--- src/rtl/icache.sv ---
// Direct-mapped instruction cache: one word per line, single-cycle hits, one
// outstanding fill to the memory controller on a miss.
module icache #(
  parameter int ADDR_WIDTH  = 32,
  parameter int INST_WIDTH  = 32,
  parameter int INDEX_WIDTH = 5
) (
  input  logic                  clk,
  input  logic                  rst_in,
  input  logic                  rdy_in,
  input  logic                  clear,
  input  logic                  if2cache_en,
  input  logic [ADDR_WIDTH-1:0] if2cache_PC,
  output logic                  cache2if_ready,
  output logic                  cache2if_valid,
  output logic [INST_WIDTH-1:0] cache2if_inst,
  output logic [ADDR_WIDTH-1:0] cache2if_PC,
  output logic                  cache2mem_upd_en,
  output logic [ADDR_WIDTH-1:0] cache2mem_PC,
  input  logic                  mem_rdy,
  input  logic [INST_WIDTH-1:0] mem2cache_inst
);

  localparam int LINES = 2 ** INDEX_WIDTH;
  localparam int TW    = ADDR_WIDTH - INDEX_WIDTH - 1;

  typedef enum logic {S_IDLE, S_MISS} state_t;

  state_t                  r_state;
  logic [LINES-1:0]        r_valid_bits;
  logic [TW-1:0]           r_tag  [LINES];
  logic [INST_WIDTH-1:0]   r_data [LINES];
  logic                    r_if_valid;
  logic [INST_WIDTH-1:0]   r_if_inst;
  logic [ADDR_WIDTH-1:0]   r_if_pc;
  logic                    r_upd_en;
  logic [ADDR_WIDTH-1:0]   r_mem_pc;
  logic                    r_killed;

  logic [INDEX_WIDTH-1:0]  w_idx;
  logic [TW-1:0]           w_tag;
  logic                    w_hit;
  logic [INDEX_WIDTH-1:0]  w_fill_idx;
  logic [TW-1:0]           w_fill_tag;
  logic                    w_fill;
  logic                    w_unused;

  // r_mem_pc doubles as the pending-miss PC: it is stable for the whole MISS state.
  assign w_idx      = if2cache_PC[INDEX_WIDTH:1];
  assign w_tag      = if2cache_PC[ADDR_WIDTH-1:INDEX_WIDTH+1];
  assign w_hit      = r_valid_bits[w_idx] && (r_tag[w_idx] == w_tag);
  assign w_fill_idx = r_mem_pc[INDEX_WIDTH:1];
  assign w_fill_tag = r_mem_pc[ADDR_WIDTH-1:INDEX_WIDTH+1];
  assign w_fill     = rdy_in && (r_state == S_MISS) && mem_rdy;
  assign w_unused   = if2cache_PC[0] ^ r_mem_pc[0];

  assign cache2if_ready   = (r_state == S_IDLE);
  assign cache2if_valid   = r_if_valid;
  assign cache2if_inst    = r_if_inst;
  assign cache2if_PC      = r_if_pc;
  assign cache2mem_upd_en = r_upd_en;
  assign cache2mem_PC     = r_mem_pc;

  always_ff @(posedge clk) begin
    if (w_fill) begin
      r_tag[w_fill_idx]  <= w_fill_tag;
      r_data[w_fill_idx] <= mem2cache_inst;
    end
  end

  always_ff @(posedge clk or posedge rst_in) begin
    if (rst_in) begin
      r_state      <= S_IDLE;
      r_valid_bits <= '0;
      r_if_valid   <= 1'b0;
      r_if_inst    <= '0;
      r_if_pc      <= '0;
      r_upd_en     <= 1'b0;
      r_mem_pc     <= '0;
      r_killed     <= 1'b0;
    end else if (rdy_in) begin
      case (r_state)
        S_IDLE: begin
          r_if_valid <= 1'b0;
          r_killed   <= 1'b0;
          if (if2cache_en && !clear) begin
            if (w_hit) begin
              r_if_valid <= 1'b1;
              r_if_inst  <= r_data[w_idx];
              r_if_pc    <= if2cache_PC;
            end else begin
              r_state  <= S_MISS;
              r_upd_en <= 1'b1;
              r_mem_pc <= if2cache_PC;
            end
          end
        end
        S_MISS: begin
          if (mem_rdy) begin
            r_valid_bits[w_fill_idx] <= 1'b1;
            r_upd_en   <= 1'b0;
            r_if_valid <= !(r_killed || clear);
            r_if_inst  <= mem2cache_inst;
            r_if_pc    <= r_mem_pc;
            r_state    <= S_IDLE;
            r_killed   <= 1'b0;
          end else if (clear) begin
            r_killed <= 1'b1;
          end
        end
        default: r_state <= S_IDLE;
      endcase
    end
  end

endmodule
--- config.mk ---
export PLATFORM = sky130hd
export DESIGN_NAME = icache
export DESIGN_NICKNAME = d
export VERILOG_FILES = /design/src/rtl/icache.sv
export SDC_FILE = /design/constraint.sdc
export NUM_CORES = 2
export LEC_CHECK = 0
export CORE_MARGIN = 2
export CORE_UTILIZATION = 50
export CTS_CLUSTER_DIAMETER = 200
export CTS_CLUSTER_SIZE = 20
export DETAILED_ROUTE_END_ITERATION = 6
export HOLD_SLACK_MARGIN = 0.12
export PLACE_DENSITY = 0.69
export SETUP_SLACK_MARGIN = 0.05
export SYNTH_ARGS = -nofsm -noshare
export SYNTH_HDL_FRONTEND = slang
export SYNTH_SLANG_ARGS = --single-unit
--- constraint.sdc ---
create_clock -name clk -period 4.5 [get_ports clk]
set_clock_uncertainty 0.1 [all_clocks]
set_input_delay 0.9 -clock clk [delete_from_list [all_inputs] [get_ports clk]]
set_output_delay 0.9 -clock clk [all_outputs]
set_load 0.03 [all_outputs]
==> impl_metrics.env <==
export IMPL_period_share_pct=90.11
export IMPL_path_depth=13
export IMPL_ys_types=55
export IMPL_via_per_inst=6.588
export IMPL_drc_errors=0
export IMPL_grt_pass1_wl_um=303800
export IMPL_crit_reg2reg_launch="r_tag[28][6]$_DFFE_PP_"
export IMPL_cp_required_ns=5.11
export IMPL_syn_to_final_growth_pct=11.89
export IMPL_start_kind="primary input"
export IMPL_synthesis_nets=3978
export IMPL_portBuffers=168
export IMPL_finalCriticalPeriod_ns=4.055
export IMPL_cts_tree="built"
export IMPL_synth_edf_count=1856
export IMPL_core_um2=157800
export IMPL_clk_latency_ns=0.79
export IMPL_hold_path_depth=1
export IMPL_place_congestion=0.8568
export IMPL_cts_max_path_buffers=3
export IMPL_critPathMaxStageDelay_ns=0.63
export IMPL_post_cts_buffers=0
export IMPL_gr_total_overflow=0
export IMPL_antenna_found_initial=5
export IMPL_timing_worst_setup_path_type="primary input to register"
export IMPL_initial_core_util_pct=50.19
export IMPL_drtIter0Drc=6175
export IMPL_cts_buffers=109
export IMPL_synth_top_area_cell="edfxtp_1"
export IMPL_ys_flop_type="edfxtp_1"
export IMPL_hold_violations=0
export IMPL_critPathArrivalTime_ns=4.66
export IMPL_cts_resized=0
export IMPL_drv_slew=0
export IMPL_track_usage_pct=26.33
export IMPL_cp_max_fo=91
export IMPL_dieArea_um2=161600
export IMPL_syn_instance_count=3908
export IMPL_drive_above_1_share_pct=23.48
export IMPL_synth_async_reset_ratio_pct=6.640
export IMPL_grt_pass1_vias=41280
export IMPL_setup_viol=0
export IMPL_layout_nets=4274
export IMPL_synth_seq_area_share_pct=74.52
export IMPL_yosysTopAreaCellShare_pct=70.35
export IMPL_critical_path_slowest_cell="or4b_1"
export IMPL_rows=146
export IMPL_vias=42010
export IMPL_fin_ws_ns=0.4450
export IMPL_r2r_setup_slack_ns=0.67
export IMPL_clock_sinks=1988
export IMPL_post_place_ws_ns=-0.2360
export IMPL_routed_wl_um=213500
export IMPL_cp_top_family="simple AND/OR/NAND/NOR gates"
export IMPL_crit_path_end_kind="register"
export IMPL_dp_hpwl_um=119600
export IMPL_p_total_mw=35.16
export IMPL_fmax_mhz=246.6
export IMPL_worstMarginPinSlew_ns=1.196
export IMPL_ios=169
export IMPL_crit_chain="clkdlybuf4s50_1, buf_12, inv_4, buf_4, nor3_1, a22oi_1, nand4_1, xnor2_1, nand4_1, or3_4, buf_12, or4b_1, o211ai_2"
export IMPL_tns_ns=0
export IMPL_max_slew_margin_pct=20.02
export IMPL_leakagePower_nw=28.10
export IMPL_clockRootBuffer="clkbuf_16"
export IMPL_wire_per_inst_um=33.48
export IMPL_fp_dieH_um=402.0
export IMPL_die_w_um=402.0
export IMPL_synth_area_top_cells="edfxtp_1, mux4_2, dfrtp_1"
export IMPL_critPathBufInv=5
export IMPL_ys_warn_count=0
export IMPL_worstSetupStartpoint="if2cache_PC[5]"
export IMPL_power_per_cell_area_nw_per_um2=396.6
export IMPL_fillers=11800
export IMPL_synth_ff_latch_count=1988
export IMPL_h_tree_depth=3
export IMPL_maxCapViolCount=0
export IMPL_grt_max_degree=114
export IMPL_hp_start="r_valid_bits[9]$_DFFE_PP0P_"
export IMPL_status="complete, no violations"
export IMPL_syn_avg_cell_area_um2=20.27
export IMPL_first_pass_iters=6
export IMPL_cts_hold_buffers_added=0
export IMPL_rr_worst_depth=10
export IMPL_rsz0062_at_grt="false"
export IMPL_syn_cell_area_um2=79220
export IMPL_hp_class="register to register"
export IMPL_peakVddDrop_uv=374.6
export IMPL_drtAntennaViolNets=0
export IMPL_cts_clk_slew_worst_paths_ns=0.09
## cell usage in the layout (no fill, tap or decap), types with 79 or more instances in the layout
cell and count:
buf_4 221, nand2_1 114, nand3_1 79, mux2i_1 173, mux4_2 471, clkbuf_1 91
clkbuf_16 109, clkdlybuf4s50_1 162, dfrtp_1 131, edfxtp_1 1856, a22oi_1 82
## report_power, final
part	total, mW	internal, mW	switching [mW]
sequential	21.3	21.0	0.278
combinational	3.33	1.20	2.13
clock	10.5	4.67	5.87
## Yosys cell counts, types with 44 or more instances
library cell	n
nand4_1	46
and2_1	45
clkbuf_1	158
o21ai_0	77
nand3_1	81
nand2_1	115
mux2i_1	173
buf_2	64
a22oi_1	82
mux4_2	471
dfrtp_1	132
or4_1	54
nor2_1	50
edfxtp_1	1856
a21oi_1	44
## layer usage
metal  track usage, %  wire length [um]  part of all wire, %
met5                0                11               0.0052
met4            8.284              7195                  3.4
met3            4.888             20910                  9.8
met2            41.45            102200                   48
met1            37.74             83120                   39
## area by class of cell
type,instances,area [um^2],share of cell area (%)
tap,2072,2592,2.925
inverter,40,162.7,0.1835
sequential,1988,59040,66.61
clock inverter,8,171.4,0.1934
antenna,4,10.01,0.01129
clock buffer,200,3069,3.463
timing repair buffer,448,4522,5.102
multi-input combinational,1617,19070,21.51
## sequential cells by signal (all words and copies together) (netlist names)
name / cells
r_valid_bits: 32
cache2mem_upd_en: 1
r_killed: 1
cache2mem_PC: 32
r_tag: 832
r_state: 1
cache2if_PC: 32
cache2if_inst: 32
cache2if_valid: 1
r_data: 1024
## path summary, 6_finish.rpt
path	endpoint
setup / recovery	cache2if_inst[5]$_DFFE_PP0P_
hold / removal	r_valid_bits[9]$_DFFE_PP0P_
setup reg to reg	cache2if_inst[5]$_DFFE_PP0P_
hold reg to reg	r_valid_bits[9]$_DFFE_PP0P_
max in group asynchronous	cache2if_inst[7]$_DFFE_PP0P_
min in group asynchronous	cache2mem_PC[7]$_DFFE_PP0P_
## metrics by stage
stage,hold WS (ns),util [%],instance area [um^2],cells
after CTS,0.3673,56.15,88620,6373
after detailed placement,0.3477,54.10,85380,6165
final,0.3652,56.16,88630,6377
after global placement,0.3463,54.10,85380,6165
after floorplan,0.3337,-,79220,3908
after global routing,0.3776,56.15,88630,6374
## logic make-up (layout without fill, tap and decap cells)
| logic type | after synthesis | in the layout | synth area share, % |
|---|---|---|---|
| simple gates | 532 | 532 | 3.792 |
| buf+inv | 303 | 696 | 1.778 |
| compound gates | 391 | 391 | 3.606 |
| mux | 668 | 668 | 16.01 |
| flops | 1988 | 1988 | 74.52 |
| other cells | 0 | 4 | 0 |
| xor+xnor | 26 | 26 | 0.2875 |
No activity file was read; power rests on OpenSTA's default activity.
